[config.mk]
export PLATFORM = sky130hd
export DESIGN_NAME = uart_tx
export DESIGN_NICKNAME = d
export VERILOG_FILES = /design/src/rtl/uart_tx.sv
export SDC_FILE = /design/constraint.sdc
export NUM_CORES = 1
export LEC_CHECK = 0
export CAP_MARGIN = 25
export CORE_AREA = 5 5 74 62
export DETAILED_ROUTE_END_ITERATION = 10
export DIE_AREA = 0 0 79 67
export PLACE_DENSITY_LB_ADDON = 0.3
export SKIP_CTS_REPAIR_TIMING = 1
export SLEW_MARGIN = 10
export SYNTH_ARGS = -nofsm -noshare
export SYNTH_HDL_FRONTEND = slang
export SYNTH_SLANG_ARGS = --single-unit
export TNS_END_PERCENT = 10
[constraint.sdc]
create_clock -name clk -period 2 [get_ports clk]
set_input_delay 0.3 -clock clk [delete_from_list [all_inputs] [get_ports clk]]
set_output_delay 0.3 -clock clk [all_outputs]
set_load 0.02 [all_outputs]
[src/rtl/uart_tx.sv]
// UART transmitter: 8 data bits, LSB first, optional even/odd parity,
// one or two stop bits. Byte handshake on valid/ready; Tx is registered.
module uart_tx #(
    parameter int CLKS_PER_BIT = 5208,
    parameter int PARITY       = 0,
    parameter int STOP_BITS    = 1
) (
    input  logic       clk,
    input  logic       rst,
    input  logic [7:0] Data,
    input  logic       valid,
    output logic       ready,
    output logic       Tx,
    output logic       busy,
    output logic       done
);

    typedef enum logic [2:0] {
        S_IDLE,
        S_START,
        S_DATA,
        S_PARITY,
        S_STOP
    } state_t;

    localparam logic [15:0] CNT_MAX    = 16'(CLKS_PER_BIT - 1);
    localparam logic [2:0]  LAST_STOP  = 3'(STOP_BITS - 1);
    localparam logic        HAS_PARITY = (PARITY != 0);
    localparam logic        PAR_ODD    = (PARITY == 2);

    state_t      state_reg, state_next;
    logic [15:0] cnt_reg, cnt_next;
    logic [2:0]  bit_reg, bit_next;
    logic [7:0]  shift_reg, shift_next;
    logic        par_reg, par_next;
    logic        tx_reg, tx_next;

    logic wrap;
    logic last_stop;
    logic accept;

    // Handshake and status decode from the current state.
    always_comb begin
        wrap      = (cnt_reg == CNT_MAX);
        last_stop = (state_reg == S_STOP) && wrap && (bit_reg == LAST_STOP);
        ready     = (state_reg == S_IDLE) || last_stop;
        accept    = valid && ready;
        busy      = (state_reg != S_IDLE);
        done      = last_stop && !rst;
        Tx        = tx_reg;
    end

    // Next-state logic; Tx for the next cycle is derived from the next state
    // so the line changes exactly on bit boundaries.
    always_comb begin
        state_next = state_reg;
        bit_next   = bit_reg;
        shift_next = shift_reg;
        par_next   = par_reg;
        cnt_next   = (state_reg == S_IDLE || wrap) ? 16'd0 : cnt_reg + 16'd1;

        case (state_reg)
            S_IDLE: begin
                if (accept) begin
                    state_next = S_START;
                    shift_next = Data;
                    par_next   = (^Data) ^ PAR_ODD;
                    bit_next   = 3'd0;
                end
            end
            S_START: begin
                if (wrap) begin
                    state_next = S_DATA;
                    bit_next   = 3'd0;
                end
            end
            S_DATA: begin
                if (wrap) begin
                    shift_next = shift_reg >> 1;
                    if (bit_reg == 3'd7) begin
                        bit_next   = 3'd0;
                        state_next = HAS_PARITY ? S_PARITY : S_STOP;
                    end else begin
                        bit_next = bit_reg + 3'd1;
                    end
                end
            end
            S_PARITY: begin
                if (wrap) begin
                    state_next = S_STOP;
                    bit_next   = 3'd0;
                end
            end
            S_STOP: begin
                if (wrap) begin
                    if (bit_reg == LAST_STOP) begin
                        // A byte offered in the final stop cycle starts the
                        // next frame immediately, with no idle gap.
                        if (accept) begin
                            state_next = S_START;
                            shift_next = Data;
                            par_next   = (^Data) ^ PAR_ODD;
                        end else begin
                            state_next = S_IDLE;
                        end
                        bit_next = 3'd0;
                    end else begin
                        bit_next = bit_reg + 3'd1;
                    end
                end
            end
            default: begin
                state_next = S_IDLE;
            end
        endcase

        case (state_next)
            S_START:  tx_next = 1'b0;
            S_DATA:   tx_next = shift_next[0];
            S_PARITY: tx_next = par_next;
            default:  tx_next = 1'b1;
        endcase
    end

    // State registers; reset aborts any frame in flight and idles the line.
    always_ff @(posedge clk) begin
        if (rst) begin
            state_reg <= S_IDLE;
            cnt_reg   <= 16'd0;
            bit_reg   <= 3'd0;
            shift_reg <= 8'd0;
            par_reg   <= 1'b0;
            tx_reg    <= 1'b1;
        end else begin
            state_reg <= state_next;
            cnt_reg   <= cnt_next;
            bit_reg   <= bit_next;
            shift_reg <= shift_next;
            par_reg   <= par_next;
            tx_reg    <= tx_next;
        end
    end

endmodule

; ---- Word level (Yosys, flattened, before mapping)
; Index checks and enable logic that the tools add are counted.
; W data, S select, Z words.
[word_totals]
register_bits = 32
inputBits = 11
out_inout_bits = 4
[classes]
addsub = 2
n_eq_ne = 14
n_mux = 26
n_reduce_logical = 17
[ops]
columns = operator, n
row1 = $mux W3, 13
row2 = $mux W8, 4
row3 = $pmux W8 S3, 1
row4 = $add A16 B1 Y16 const B, 1
row5 = $eq A16 B13 Y1 const B, 1
row6 = $pmux W3 S5, 1
row7 = $eq A3 B2 Y1 const B, 4
row8 = $pmux W3 S4, 1
row9 = $reduce_xor A8 Y1, 1
row10 = $eq A3 B1 Y1 const B, 2
row11 = $eq A3 B3 Y1 const B, 2
row12 = $logic_not A3 Y1, 2
row13 = $ne A2 B2 Y1 const B, 3
row14 = $reduce_bool A3 Y1, 2
row15 = $reduce_and A5 Y1, 1
row16 = $logic_and A1 B1 Y1, 4
row17 = $mux W1, 4
row18 = $ne A2 B1 Y1 const B, 2
row19 = $reduce_and A4 Y1, 1
row20 = $reduce_bool A4 Y1, 1
row21 = $reduce_or A2 Y1, 2
row22 = $add A3 B1 Y3 const B, 1
row23 = $pmux W1 S3, 1
row24 = $logic_or A1 B1 Y1, 2
row25 = 2 further kinds, 2

; ---- Logic depth before layout (Yosys ltp)
; Gate-level depths: netlist of run 1.
[depth]
ltp_word = 11
depth_mapped = 9
mapped_depth_nobuf = 8

; ---- Worst setup path before layout of run 1
; No wires, ideal clock.
[synth_timing]
path_type = flip-flop to output port
start = reg cnt_reg[0]
end = out done
t_arrival_ps = 1732
required_time_ps = 1700
slack_ps = -32
stages_incl_launch_ff = 7
n_path_buf = 1
path_cell_list = dfxtp_1 ha_1 and4b_4 and4_1 buf_6 nand2_4 nor3_1
[synth_between]
elab_chain_len = 4
[synth_lines]
columns = element, line_no
row1 = start: declaration, 32  ; logic [15:0] cnt_reg, cnt_next;
row2 = start signal: assignment, 136  ; cnt_reg <= cnt_next;
row3 = $eq A16 B13 Y1, 44  ; wrap = (cnt_reg == CNT_MAX);
row4 = $logic_and A1 B1 Y1 (2 in a row), 45  ; last_stop = (state_reg == S_STOP) && wrap && (bit_reg == LAST_STOP);
row5 = $logic_and A1 B1 Y1, 49  ; done = last_stop && !rst;
row6 = end: declaration, 15  ; output logic done
; Every way passes these cells.

; ---- Worst setup path in the final report of run 1
[layout_timing]
start = reg cnt_reg[0]
end = reg bit_reg[0]
[layout_between]
elab_chain_len = 7
elab_cells_between_ends = 10
[layout_lines]
columns = element, line_no
row1 = $eq A16 B13 Y1 (*), 44
row2 = $logic_and A1 B1 Y1 (2 in a row), 45
row3 = $logic_or A1 B1 Y1, 46  ; ready = (state_reg == S_IDLE) || last_stop;
row4 = $logic_and A1 B1 Y1, 47  ; accept = valid && ready;
row5 = $ne A2 B2 Y1 (no source line), -
row6 = $reduce_and A5 Y1 (no source line) (*), -
row7 = end signal: assignment, 137  ; bit_reg <= bit_next;
row8 = end: declaration, 33  ; logic [2:0] bit_reg, bit_next;
; Every way passes the cells marked *; elsewhere a longest branch is shown, timed or not.
; A chain may end at the register's enable or synchronous reset.

==> summary.txt, run 1 <==
Detailed routing
  – Initial DRC Count: 75
  – Vias: 1698
  – Total routed wirelength: 4360 um
  – Met3 routed WL: 237 um
  – Average wire per standard cell: 14.3 um
  – Routed wl met2: 1900 um
  – DRC violation count after routing: 0
  – Uppermost routed layer: met4
  – ANT nets after route: 0
  – Routed length on met1: 2150 um
  – Vias per cell: 5.59
  – Initial DRT Pass Iterations: 4

Timing
  – Hold slack final: 504 ps
  – Setup tns final: 0 ps
  – Tightest Pin Transition: 358 ps
  – Period utilization: 98.3%
  – F_max: 0.509 GHz
  – Final setup vio count: 0
  – Crit path time final: 1970 ps
  – Clock Skew: 4.14 ps
  – Pins Over Slew Limit: 0
  – Hold Fails Final Rpt: 0
  – Relative slew slack: 75.5%
  – Setup ws final: 34.7 ps
  – RSZ-0062 raised after global routing: true

Final layout
  – Non-Filler Instances: 304
  – Multi-input gate area: 1190 um^2
  – Post-route cell area: 2440 um^2
  – FILL cells: 301
  – Share of layout cells above drive strength 1: 30.0%
  – Nets: 274
  – Layout area overhead: 30.1%
  – Final design utilization: 65.5%
  – ANT cells: 0
  – Register area: 647 um^2
  – Max reg flops: 16

Setup path
  – R2R setup slack: 30 ps
  – Crit path from: cnt_reg[0]
  – Max FO, Critical Path: 4
  – Reg2reg end: bit_reg[0]
  – Worst-case reg-to-reg path depth: 9
  – Critical path class: reg2reg
  – Required time of the critical path: 2180 ps
  – R2R Path Start: cnt_reg[0]
  – CP Capture Point: bit_reg[0]
  – Setup crit end kind: register
  – Setup crit start kind: register
  – Critical path data arrival time: 2140 ps

Yosys
  – Netlist cell types: 58
  – Syn Inst Count: 211
  – Post-synth EDFFs: 0
  – Primary FF master, synth: dfxtp_1
  – Syn_nets: 226
  – Synth area leaders: dfxtp_1 (34%), xor2_1 (5.6%), nor2_1 (4.6%), a21oi_1 (3.7%), xnor2_1 (3.3%)
  – Synth area leader: dfxtp_1
  – Async set or reset register ratio after synthesis: 0%
  – Post-synthesis sequential area ratio: 34.1%
  – Top-area cell type share of the netlist area: 34.1%
  – Most frequent cell after synthesis: dfxtp_1
  – Yosys warns: 0
  – Commonest cells post-synth: dfxtp_1 (32), nor2_1 (23), a21oi_1 (14), xor2_1 (12), nand2_1 (10)
  – Avg Inst Size Synth: 8.89 um^2
  – Register bit count reported by yosys: 32
  – Mapped cell area: 1880 um^2

GRT
  – Vias in the first global route: 1585
  – Initial antenna violation count: 0
  – Global-route usage over all layers: 18.2%
  – Largest net degree at the start of global routing: 17
  – GR Overflow Total: 0
  – First-pass GRT wire length: 7430 um

Die
  – Row count: 20
  – Chip width: 79 um
  – Die footprint: 5290 um^2
  – Initial Util: 50.3%
  – Core ar.: 3730 um^2
  – Die Y: 67 um
  – I/O pin count: 15

CTS
  – CTS buffer count: 5
  – Worst-path clk slew: 70 ps
  – Worst-Skew Late Latency: 280 ps
  – CTS H-Tree Depth: 2
  – TritonCTS clock tree: built
  – Clk buf depth: 2
  – Root Buffer Master: clkbuf_8
  – Clk sinks: 32

Hold path
  – Hold Path Class: reg2reg
  – Worst hold path depth: 2

Place
  – Placed cell area: 2290 um^2
  – Post-DP HPWL: 3160 um
  – Gpl congestion: 0.853
  – Placed cell count: 295
  – Pre-CTS setup slack: -231 ps
  – IO Port Bufs: 14

Pwr
  – Cell Pwr Density: 584 nW/um^2
  – Leakage Power: 0.960 nW
  – Power Total: 1.43 mW
  – VDD IR max: 420 uV

Run status
  – Status: finished clean

Job
  – MaxCap Viol Count: 0
==> where the power goes <==
group          internal, mW  switching [mW]
Combinational         0.117           0.109
Clock                 0.279           0.244
Sequential            0.660          0.0167
Total                  1.06           0.369
==> logic make-up (layout without fill, tap and decap cells) <==
group,Yosys count,in the layout,share of synthesized area (%)
xor+xnor,19,19,8.87
buf+inv,16,65,4.87
compound gates,50,50,19.3
simple gates,87,87,28.6
flops,32,32,34.1
fa+ha+maj,4,4,2.67
mux,3,3,1.60
==> cell type report <==
cell class,count,share of cell area [%]
clock buffers,7,3.53
clock inverters,1,0.307
inverters,7,1.08
multi-input cells,163,48.9
flip-flops and latches,32,26.5
well taps,44,2.25
repair buffers,50,17.4
==> worst min-delay path by stage <==
stage            startpoint            to  slack [ps]
6_report       shift_reg[7]  shift_reg[7]         500
5_1_grt        shift_reg[7]  shift_reg[7]         530
4_1_cts        shift_reg[7]  shift_reg[7]         500
3_5_place_dp        par_reg       par_reg         490
3_3_place_gp        par_reg       par_reg         480
2_1_floorplan    cnt_reg[0]    cnt_reg[0]         440
==> worst max-delay path: stages (launching register included) <==
cell	delay (ps)
dfxtp_2	350
ha_4	140
and4b_4	240
buf_6	100
nand4_1	140
buf_4	200
o21a_1	200
o21ai_4	210
mux2i_1	220
nor2_1	50
==> layout by cell type, fill, tap and decap left out, drive strengths merged, types with 8 or more instances in the layout <==
cell type / netlist / routed
xor2: 12 / 12
o21ai: 9 / 9
nand2: 11 / 11
buf: 6 / 38
nand2b: 8 / 8
clkdlybuf4s50: 1 / 12
a21oi: 14 / 14
nor2: 23 / 23
dfxtp: 32 / 32
nor3: 10 / 10
==> layer usage <==
metal | vias to the layer above | GRT usage (%)
li1 | 850 | -
met1 | 794 | 25.0
met2 | 47 | 26.3
met3 | 7 | 4.73
met4 | 0 | 8.58
met5 | - | 0
(Power assumes the default switching activity.)
==> run 2, diff against run 1 <==
--- a/config.mk
+++ b/config.mk
@@ -11,6 +11,7 @@
 export DIE_AREA = 0 0 79 67
 export PLACE_DENSITY_LB_ADDON = 0.3
 export SKIP_CTS_REPAIR_TIMING = 1
+export SKIP_LAST_GASP = 1
 export SLEW_MARGIN = 10
 export SYNTH_ARGS = -nofsm -noshare
 export SYNTH_HDL_FRONTEND = slang
==> summary.txt, run 2 (synthesis results as in run 1) <==
Die
  – Core ar.: 3730 um^2 (unchanged)
  – Chip width: 79 um (unchanged)
  – I/O pin count: 15 (unchanged)
  – Row count: 20 (unchanged)
  – Initial Util: 50.3% (unchanged)
  – Die Y: 67 um (unchanged)
  – Die footprint: 5290 um^2 (unchanged)

Final layout
  – ANT cells: 0 (unchanged)
  – Commonest non-fill, non-tap cell in the layout: buf_4 (unchanged)
  – Most frequent cells in the layout: buf_4 (36), dfxtp_1 (28), nor2_1 (23), a21oi_1 (14) (was buf_4 (35), dfxtp_1 (27), nor2_1 (22), a21oi_1 (14))
  – Share of layout cells above drive strength 1: 28.8% (was 30.0%)
  – Layout area overhead: 29.5% (was 30.1%)
  – Max reg flops: 16 (unchanged)
  – Nets: 274 (unchanged)

CTS
  – Worst-Skew Late Latency: 290 ps (was 280 ps)
  – Clk buf depth: 2 (unchanged)
  – Root Buffer Master: clkbuf_8 (unchanged)
  – TritonCTS clock tree: built (unchanged)
  – Clk sinks: 32 (unchanged)
  – CTS buffer count: 5 (unchanged)
  – Worst-path clk slew: 70 ps (about the same)
  – CTS H-Tree Depth: 2 (unchanged)

Timing
  – Pins Over Slew Limit: 0 (unchanged)
  – Relative slew slack: 68.4% (was 75.5%)
  – Hold slack final: 504 ps (about the same)
  – Clock Skew: 4.06 ps (was 4.14 ps)
  – Tightest Pin Transition: 474 ps (was 358 ps)
  – Hold Fails Final Rpt: 0 (unchanged)
  – Period utilization: 98.4% (was 98.3%)
  – Crit path time final: 1970 ps (about the same)
  – F_max: 0.508 GHz (was 0.509 GHz)
  – Final setup vio count: 0 (unchanged)
  – RSZ-0062 raised after global routing: true (unchanged)

Detailed routing
  – Initial DRT Pass Iterations: 4 (unchanged)
  – ANT nets after route: 0 (unchanged)
  – Initial DRC Count: 90 (was 75)
  – Vias: 1672 (was 1698)
  – Average wire per standard cell: 14.3 um (about the same)
  – DRC violation count after routing: 0 (unchanged)
  – Vias per cell: 5.50 (was 5.59)
  – Total routed wirelength: 4340 um (was 4360 um)

Setup path
  – Max FO, Critical Path: 3 (was 4)
  – Worst-case reg-to-reg path depth: 9 (unchanged)
  – Critical path class: reg2out (was reg2reg)
  – Slowest library cell on the worst path: dfxtp_2 (unchanged)
  – Buf/Inv on CP: 1 (was 2)
  – Highest cell delay on the worst timing path: 350 ps (about the same)
  – Reg2reg end: bit_reg[0] (unchanged)
  – R2R setup slack: 40 ps (was 30 ps)
  – Setup crit start kind: register (unchanged)
  – Required time of the critical path: 1700 ps (was 2180 ps)
  – Setup crit end kind: output pin (was register)
  – Critical path data arrival time: 1670 ps (was 2140 ps)
  – Crit path max-delay family: simple AND/OR/NAND/NOR gates (unchanged)
  – Worst path cell trace: ha_4, and4b_4, and4_4, nand2_4, nor3_2, buf_4 (was ha_4, and4b_4, buf_6, nand4_1, buf_4, o21a_1, o21ai_4, mux2i_1, nor2_1)
  – R2R Path Start: cnt_reg[0] (unchanged)

Hold path
  – Hold_sp: shift_reg[7] (unchanged)
  – Hold Path Class: reg2reg (unchanged)
  – Worst hold path depth: 2 (unchanged)
  – End point of the worst hold path: shift_reg[7] (unchanged)

Pwr
  – Power Total: 1.42 mW (was 1.43 mW)
  – Leakage Power: 0.955 nW (was 0.960 nW)
  – VDD IR max: 419 uV (was 420 uV)
  – Cell Pwr Density: 585 nW/um^2 (was 584 nW/um^2)

Place
  – IO Port Bufs: 14 (unchanged)
  – Post-DP HPWL: 3160 um (unchanged)
  – Gpl congestion: 0.853 (unchanged)

GRT
  – Initial antenna violation count: 0 (unchanged)
  – Largest net degree at the start of global routing: 17 (unchanged)
  – Global-route usage over all layers: 18.2% (unchanged)
  – Vias in the first global route: 1585 (unchanged)
  – GR Overflow Total: 0 (unchanged)
  – First-pass GRT wire length: 7430 um (unchanged)

Run status
  – Status: finished clean (unchanged)

Job
  – MaxCap Viol Count: 0 (unchanged)
[run 2: changes by cell type in the layout (fill, tap and decap cells not counted)]
| cell | previous run | this run |
|---|---|---|
| buf_6 | 2 | 1 |
| dfxtp_2 | 5 | 4 |
| o21bai_1 | 0 | 1 |
| dfxtp_1 | 27 | 28 |
| nor2_2 | 1 | 0 |
| buf_4 | 35 | 36 |
| o21bai_2 | 1 | 0 |
| nor2_1 | 22 | 23 |
[run 2: how the worst max path moves through the flow]
stage	start	end	slack, ps	cells after the start
after floorplan	cnt_reg[0]	shift_reg[7]	30	8
after global placement	valid	Tx	-200	7
after detailed placement	valid	Tx	-230	7
after CTS	cnt_reg[1]	done	-530	6
after global routing	cnt_reg[9]	bit_reg[0]	-60	8
final	cnt_reg[0]	done	30	6
[run 2: final cells by class]
class	count	area, um^2
clock buffer	7	86.3
clock inverter	1	7.51
fill	302	1300
inverter	7	26.3
multi-input combinational	163	1190
sequential	32	646
tap	44	55.1
timing repair buffer	50	422
[run 2: worst reg2reg max path, delay by kind of cell, from the launching register on]
kind                     cells  cell delay, ps
buffers and inverters        2             300
adder cells (fa/ha/maj)      1             140
multiplexers                 1             210
AND/OR/NAND/NOR              3             430
flip-flops                   1             350
AO/OA/AOI/OAI                2             410
[run 2: through the flow]
stage | setup TNS (ps) | worst slack (ps) | instance area [um^2] | utilization (%) | cells
floorplan | 0 | 32.8 | 1880 | - | 211
global placement | -1000 | -205 | 2290 | 61.3 | 295
detailed placement | -1160 | -231 | 2290 | 61.3 | 295
CTS | -1140 | -532 | 2380 | 63.9 | 303
global route | -458 | -60.0 | 2430 | 65.2 | 304
finish | 0 | 32.9 | 2430 | 65.2 | 304
[run 2: routing by layer]
metal	GRT usage [%]	routed length, um	vias up
met2	26.3	1900	31
li1	-	-	851
met3	4.73	183	7
met5	0	0	-
met4	8.58	70	0
met1	25.0	2180	783
[run 2: power breakdown]
part / internal, mW / switching [mW] / total, mW
Clock: 0.279 / 0.243 / 0.522
Combinational: 0.115 / 0.108 / 0.224
Sequential: 0.660 / 0.0166 / 0.676
Total: 1.05 / 0.368 / 1.42
==> run 3, diff against run 2 <==
--- a/config.mk
+++ b/config.mk
@@ -5,6 +5,7 @@
 export SDC_FILE = /design/constraint.sdc
 export NUM_CORES = 1
 export LEC_CHECK = 0
+export ABC_CLOCK_PERIOD_IN_PS = 2000
 export CAP_MARGIN = 25
 export CORE_AREA = 5 5 74 62
 export DETAILED_ROUTE_END_ITERATION = 10
@@ -12,7 +13,6 @@
 export PLACE_DENSITY_LB_ADDON = 0.3
 export SKIP_CTS_REPAIR_TIMING = 1
 export SKIP_LAST_GASP = 1
-export SLEW_MARGIN = 10
 export SYNTH_ARGS = -nofsm -noshare
 export SYNTH_HDL_FRONTEND = slang
 export SYNTH_SLANG_ARGS = --single-unit
==> results of run 3 <==
The final DEF is identical to that of run 2; final timing and power are the same.
